## src/rtl/alu_muldiv_pkg.sv

```systemverilog
// Shared opcode encodings and FSM states for the EX-stage ALU with RV32M extension.
package alu_muldiv_pkg;

  localparam logic [5:0] ALU_ADD    = 6'd0;
  localparam logic [5:0] ALU_SUB    = 6'd1;
  localparam logic [5:0] ALU_SLL    = 6'd2;
  localparam logic [5:0] ALU_SLT    = 6'd3;
  localparam logic [5:0] ALU_SLTU   = 6'd4;
  localparam logic [5:0] ALU_XOR    = 6'd5;
  localparam logic [5:0] ALU_SRL    = 6'd6;
  localparam logic [5:0] ALU_SRA    = 6'd7;
  localparam logic [5:0] ALU_OR     = 6'd8;
  localparam logic [5:0] ALU_AND    = 6'd9;
  localparam logic [5:0] ALU_EQ     = 6'd16;
  localparam logic [5:0] ALU_NE     = 6'd17;
  localparam logic [5:0] ALU_LT     = 6'd18;
  localparam logic [5:0] ALU_GE     = 6'd19;
  localparam logic [5:0] ALU_LTU    = 6'd20;
  localparam logic [5:0] ALU_GEU    = 6'd21;

  // M-ops occupy 6'b100xxx: bit 2 selects divide, bit 1 selects remainder.
  localparam logic [5:0] ALU_MUL    = 6'd32;
  localparam logic [5:0] ALU_MULH   = 6'd33;
  localparam logic [5:0] ALU_MULHSU = 6'd34;
  localparam logic [5:0] ALU_MULHU  = 6'd35;
  localparam logic [5:0] ALU_DIV    = 6'd36;
  localparam logic [5:0] ALU_DIVU   = 6'd37;
  localparam logic [5:0] ALU_REM    = 6'd38;
  localparam logic [5:0] ALU_REMU   = 6'd39;

  typedef enum logic [2:0] {
    ST_IDLE,
    ST_MUL,
    ST_DIV,
    ST_FIX,
    ST_DONE
  } state_t;

  function automatic logic is_mop(input logic [5:0] s);
    return s[5:3] == 3'b100;
  endfunction

endpackage

```

## src/rtl/alu_muldiv_base.sv

```systemverilog
// Combinational base RV32I ALU / branch-compare slice with masked shift amounts.
module alu_base_comb
  import alu_muldiv_pkg::*;
#(
  parameter int unsigned WIDTH = 32
) (
  input  logic [5:0]       S,
  input  logic [WIDTH-1:0] A,
  input  logic [WIDTH-1:0] B,
  output logic [WIDTH-1:0] Q,
  output logic             CMP
);
  localparam int unsigned SHW = $clog2(WIDTH);

  logic [SHW-1:0] shamt;
  logic           lt, ltu, eq;

  assign shamt = B[SHW-1:0];
  assign lt    = $signed(A) < $signed(B);
  assign ltu   = A < B;
  assign eq    = A == B;

  always_comb begin
    Q   = '0;
    CMP = 1'b0;
    case (S)
      ALU_ADD:  Q = A + B;
      ALU_SUB:  Q = A - B;
      ALU_SLL:  Q = A << shamt;
      ALU_SLT:  Q = {{(WIDTH-1){1'b0}}, lt};
      ALU_SLTU: Q = {{(WIDTH-1){1'b0}}, ltu};
      ALU_XOR:  Q = A ^ B;
      ALU_SRL:  Q = A >> shamt;
      ALU_SRA:  Q = WIDTH'($signed(A) >>> shamt);
      ALU_OR:   Q = A | B;
      ALU_AND:  Q = A & B;
      ALU_EQ:   CMP = eq;
      ALU_NE:   CMP = !eq;
      ALU_LT:   CMP = lt;
      ALU_GE:   CMP = !lt;
      ALU_LTU:  CMP = ltu;
      ALU_GEU:  CMP = !ltu;
      default: begin
        Q   = '0;
        CMP = 1'b0;
      end
    endcase
  end

endmodule

```

## src/rtl/alu_muldiv.sv

```systemverilog
// Handshaked EX-stage ALU: registered base ops plus iterative RV32M multiply/divide.
module alu_muldiv
  import alu_muldiv_pkg::*;
#(
  parameter int unsigned WIDTH = 32
) (
  input  logic             clk,
  input  logic             reset,
  input  logic             flush,
  input  logic             in_valid,
  output logic             in_ready,
  input  logic [5:0]       S,
  input  logic [WIDTH-1:0] A,
  input  logic [WIDTH-1:0] B,
  output logic             out_valid,
  input  logic             out_ready,
  output logic [WIDTH-1:0] Q,
  output logic             CMP
);
  localparam int unsigned SHW = $clog2(WIDTH);
  localparam logic [WIDTH-1:0] MIN = {1'b1, {(WIDTH-1){1'b0}}};

  state_t               state, state_nxt;
  logic [5:0]           op;
  logic [WIDTH-1:0]     opb;
  logic [2*WIDTH-1:0]   acc;
  logic [SHW-1:0]       cnt;
  logic                 neg_q, neg_r;

  logic [WIDTH-1:0]     base_q;
  logic                 base_cmp;
  logic                 accept, mop, special;
  logic                 a_signed, b_signed, sa, sb;
  logic [WIDTH-1:0]     amag, bmag, spec_q;
  logic [WIDTH:0]       mul_sum;
  logic [WIDTH:0]       rem_sh;
  logic [WIDTH+1:0]     diff;
  logic [2*WIDTH-1:0]   mul_nxt, div_nxt, prod;
  logic [WIDTH-1:0]     quo, rem, fix_q;

  alu_base_comb #(.WIDTH(WIDTH)) u_base (
    .S   (S),
    .A   (A),
    .B   (B),
    .Q   (base_q),
    .CMP (base_cmp)
  );

  assign in_ready  = state == ST_IDLE;
  assign out_valid = state == ST_DONE;
  assign accept    = in_valid && in_ready;
  assign mop       = is_mop(S);

  // Operand decode at accept: magnitudes, result signs and the no-iteration cases.
  always_comb begin
    a_signed = S inside {ALU_MUL, ALU_MULH, ALU_MULHSU, ALU_DIV, ALU_REM};
    b_signed = S inside {ALU_MUL, ALU_MULH, ALU_DIV, ALU_REM};
    sa       = a_signed && A[WIDTH-1];
    sb       = b_signed && B[WIDTH-1];
    amag     = sa ? -A : A;
    bmag     = sb ? -B : B;
    special  = mop && S[2] &&
               ((B == '0) || ((S == ALU_DIV || S == ALU_REM) && A == MIN && B == '1));
    if (B == '0) spec_q = S[1] ? A : '1;
    else         spec_q = S[1] ? '0 : MIN;
  end

  // One shift-add step (acc = {partial, multiplier}) and one restoring-divide step
  // (acc = {remainder, dividend/quotient}); both share the same accumulator.
  always_comb begin
    mul_sum = {1'b0, acc[2*WIDTH-1:WIDTH]} + (acc[0] ? {1'b0, opb} : '0);
    mul_nxt = {mul_sum, acc[WIDTH-1:1]};
    rem_sh  = acc[2*WIDTH-1:WIDTH-1];
    diff    = {1'b0, rem_sh} - {2'b00, opb};
    div_nxt = diff[WIDTH+1] ? {rem_sh[WIDTH-1:0], acc[WIDTH-2:0], 1'b0}
                            : {diff[WIDTH-1:0],   acc[WIDTH-2:0], 1'b1};
    prod    = neg_q ? -acc : acc;
    quo     = acc[WIDTH-1:0];
    rem     = acc[2*WIDTH-1:WIDTH];
    if (op[2])            fix_q = op[1] ? (neg_r ? -rem : rem) : (neg_q ? -quo : quo);
    else if (op == ALU_MUL) fix_q = prod[WIDTH-1:0];
    else                  fix_q = prod[2*WIDTH-1:WIDTH];
  end

  always_comb begin
    state_nxt = state;
    case (state)
      ST_IDLE: begin
        if (accept) begin
          if (mop && !special) state_nxt = S[2] ? ST_DIV : ST_MUL;
          else                 state_nxt = ST_DONE;
        end
      end
      ST_MUL, ST_DIV: if (cnt == SHW'(WIDTH-1)) state_nxt = ST_FIX;
      ST_FIX:         state_nxt = ST_DONE;
      ST_DONE:        if (out_ready) state_nxt = ST_IDLE;
      default:        state_nxt = ST_IDLE;
    endcase
  end

  always_ff @(posedge clk) begin
    if (reset || flush) state <= ST_IDLE;
    else                state <= state_nxt;
  end

  always_ff @(posedge clk) begin
    if (reset || flush) begin
      op    <= '0;
      opb   <= '0;
      acc   <= '0;
      cnt   <= '0;
      neg_q <= 1'b0;
      neg_r <= 1'b0;
      Q     <= '0;
      CMP   <= 1'b0;
    end else begin
      case (state)
        ST_IDLE: begin
          if (accept) begin
            op    <= S;
            cnt   <= '0;
            neg_q <= sa ^ sb;
            neg_r <= sa;
            if (mop && !special) begin
              opb <= S[2] ? bmag : amag;
              acc <= {{WIDTH{1'b0}}, (S[2] ? amag : bmag)};
            end else begin
              Q   <= mop ? spec_q : base_q;
              CMP <= mop ? 1'b0 : base_cmp;
            end
          end
        end
        ST_MUL: begin
          acc <= mul_nxt;
          cnt <= cnt + 1'b1;
        end
        ST_DIV: begin
          acc <= div_nxt;
          cnt <= cnt + 1'b1;
        end
        ST_FIX: begin
          Q   <= fix_q;
          CMP <= 1'b0;
        end
        default: ;
      endcase
    end
  end

endmodule

```

## config.mk

```make
export PLATFORM = sky130hd
export DESIGN_NAME = alu_muldiv
export DESIGN_NICKNAME = d
export VERILOG_FILES = /design/src/rtl/alu_muldiv_pkg.sv /design/src/rtl/alu_muldiv_base.sv /design/src/rtl/alu_muldiv.sv
export SDC_FILE = /design/constraint.sdc
export NUM_CORES = 1
export LEC_CHECK = 0
export CAP_MARGIN = 10
export CORE_UTILIZATION = 40
export CTS_CLUSTER_DIAMETER = 30
export DETAILED_ROUTE_END_ITERATION = 7
export PLACE_DENSITY = 0.61
export SLEW_MARGIN = 30
export SYNTH_ARGS = -nofsm -noshare
export SYNTH_HDL_FRONTEND = slang
export SYNTH_SLANG_ARGS = --single-unit
export TNS_END_PERCENT = 50
```

## constraint.sdc

```tcl
create_clock -name clk -period 12.6 [get_ports clk]
set_input_delay 2.52 -clock clk [delete_from_list [all_inputs] [get_ports clk]]
set_output_delay 2.52 -clock clk [all_outputs]
set_load 0.02 [all_outputs]
```

==> run_results.csv <==
group,metric,value,unit
outcome,status,"complete, no violations",
detailed_routing,wl,115,mm
worst_setup_path,rr_endpoint,"acc[44]",
detailed_routing,dr.pass1.iters,8,
sta,hold_viol_final,0,
layout,fin_cells,3993,
worst_setup_path,worst-r2r-setup-slack,8.38,ns
yosys,synth_area_leader_cell,"dfxtp_1",
worst_setup_path,worstPathArrival,7.72,ns
floorplan,die_w,245,µm
placement,placed_cell_area,25000,µm²
global_routing,antenna_found_initial,2,
yosys,synth_top_cell_area_share,12.3,%
floorplan,die_area,60100,µm²
detailed_routing,wl_met1,46.9,mm
layout,layout-drive-gt1-share,8.02,%
worst_setup_path,worstPathMaxFanout,49,
sta,worst_clock_skew,0.0132,ns
floorplan,io_pins,110,
cts,post-cts-setup-buffers,0,
detailed_routing,vias,26900,
global_routing,grtUsageTotal,37.2,%
detailed_routing,viasPerCell,6.74,
power_and_ir_drop,seq_power_share,26.6,%
sta,finalCritPeriodShare,58.0,%
detailed_routing,routed.top_layer,"met5",
worst_setup_path,reg2regPathDepth,12,
hold_path,min_to,"Q[13]",
floorplan,fp.dieH,245,µm
layout,num_antenna_cells,0,
layout,num-nets-final,3465,
sta,worst_pin_slew,1.10,ns
cts,hold_buffers,0,
placement,dp.cells,3961,
floorplan,row_count,88,
power_and_ir_drop,ir_worst_vdd,0.113,mV
detailed_routing,first_iter_violations,3373,
cts,root_buffer,"clkbuf_16",
run,drv_cap,0,
global_routing,grt_pass1_wl,167,mm
sta,worst_slack,5.29,ns
sta,setup_violations,0,
global_routing,grt_max_degree,72,
yosys,seq_area_frac_synth,12.3,%
placement,dp_slack,5.05,ns
worst_setup_path,reg2reg_from,"acc[37]",
global_routing,grt_pass1_vias,24500,
yosys,syn-num-nets,3574,
cts,cts_made_buffers,17,
cts,clk_latency,0.47,ns
yosys,async_flop_share,0,%
power_and_ir_drop,combPwrFrac,44.2,%
cts,cts.sinks,145,
power_and_ir_drop,p_switching,801,µW
yosys,ys_warn_count,0,
hold_path,hp-class,"reg -> reg",
worst_setup_path,critPathCaptureType,"flop",
placement,hpwlAfterDp,88.9,mm
placement,io_buffers,109,
power_and_ir_drop,internal_power,1.01,mW
power_and_ir_drop,power_density,70.8,nW/µm²
cts,htreeDepth,4,
yosys,syn-cell-area,23700,µm²
placement,gp_congestion,1.03,
yosys,ys_types,101,
power_and_ir_drop,switching_share,44.3,%
layout,mostFrequentLayoutCells,"410 x nor2_1, 293 x a21oi_1, 234 x nand2_1, 227 x o21ai_0, 171 x ha_1",
detailed_routing,drc_errors,0,
detailed_routing,wl_per_cell,28.9,µm
yosys,ys_seq_elements,145,
floorplan,core,58000,µm²
yosys,synthTopCellsByArea,"dfxtp_1 12%, ha_1 9.0%, nor2_1 6.5%",
worst_setup_path,cp-start-kind,"input pin",
global_routing,overflow,0,
hold_path,min_from,"Q[13]",
sta,relSlewSlack,26.4,%
layout,areaGrowthSynthToFinish,7.95,%
power_and_ir_drop,power_frac_clock,29.2,%
yosys,ys.flop_type,"dfxtp_1",
layout,final_common_cell,"nor2_1",
sta,timing.fmax,137,MHz
sta,finalCriticalPeriod,7.31,ns
worst_setup_path,path_class,"in -> reg",
sta,fin_tns_setup,0,ns
worst_setup_path,crit_required,13.01,ns
layout,stdcell_area,25500,µm²
yosys,synth_edf_count,0,
yosys,synthCells,3324,
floorplan,initial_core_util,40.8,%
cts,cts_buffer_depth,2,
cts,cts_resized,0,
cts,cts_tree,"done",
layout,post-route-util,44.0,%
detailed_routing,wl_met3,11.5,mm
hold_path,hold_path_depth,2,
cts,path_clk_slew,0.07,ns
yosys,syn_area_per_cell,7.12,µm²
power_and_ir_drop,p_leak,9.89,nW
detailed_routing,ant_nets,0,
detailed_routing,route.met2.wl,50.6,mm
sta,slew_violations,0,
sta,rsz0062_at_grt,"no",
flip-flops by register name, indices dropped and copies added (netlist names):
signal  count
acc        64
Q          32
opb        32
op          6
cnt         5
state       3
CMP         1
neg_q       1
neg_r       1
synthesized netlist by cell type, types with 24 or more instances:
cell type,number
o211ai_1,48
a211oi_1,112
mux2_2,35
buf_2,39
nor3_1,59
a22oi_1,27
nand2b_1,36
xnor2_1,130
xor2_1,75
a31oi_1,37
mux4_2,46
a221oi_1,76
nand2_1,235
o221ai_1,36
nand4_1,32
inv_1,146
dfxtp_1,145
nor2_1,412
o31ai_1,39
o22ai_1,24
a21o_1,51
mux2i_1,78
nand3_1,50
a21oi_1,293
ha_1,171
clkbuf_1,221
o21ai_0,227
layer usage:
layer  track usage (%)  vias up
met2              57.7     1508
met4              18.4        2
met1              48.3    13000
met5                 0        -
met3              8.17      279
li1                  -    12100
metrics by stage:
step                total power, mW  hold WS [ns]
floorplan                     0.991         0.432
global placement               1.26         0.440
detailed placement             1.26         0.445
CTS                            1.78         0.455
global route                   1.87         0.482
finish                         1.81         0.452
cells by family (layout without fill, tap and decap cells):
kind of cell | count (synthesis) | count (layout) | share of synthesized area, %
buffers and inverters | 450 | 354 | 7.75
AO/OA/AOI/OAI | 1174 | 1174 | 33.4
AND/OR/NAND/NOR | 1016 | 1016 | 20.2
multiplexers | 159 | 159 | 9.34
XOR/XNOR | 205 | 205 | 7.59
flip-flops | 145 | 145 | 12.3
adder cells (fa/ha/maj) | 175 | 175 | 9.38
critical path: stages:
cell and delay, ns:
buf_2 0.71, clkinv_1 0.88, ha_1 0.68, o21ai_0 0.17, o21ai_0 0.36, a311oi_1 0.23
a21oi_1 0.58, a21oi_1 0.26, nor4b_1 0.21, o41ai_1 0.40, mux2_2 0.37, o22ai_1 0.16
a22o_1 0.17
layout make-up:
class	instances	area, µm²
fill	6078	32500
multi-input combinational	2729	19000
sequential	145	2900
timing repair buffer	172	1540
tap	765	957
inverter	150	564
clock buffer	17	425
clock inverter	15	155
worst max-delay path by stage:
stage,start,endpoint,slack (ns),cells after the start
3_5_place_dp,B[4],Q[30],5.05,13
6_report,B[4],Q[30],5.29,13
2_1_floorplan,B[3],Q[25],6.34,17
3_3_place_gp,B[4],Q[30],5.13,13
5_1_grt,B[4],Q[30],5.14,13
4_1_cts,B[4],Q[30],5.52,13
power by group through the flow:
stage               logic [mW]  clock network (mW)  registers [mW]
floorplan                0.505                   0           0.486
global placement         0.773                   0           0.491
detailed placement       0.768                   0           0.491
CTS                      0.772               0.530           0.480
global route             0.835               0.550           0.482
finish                   0.799               0.528           0.481
Power figures use the tool's default switching activity.
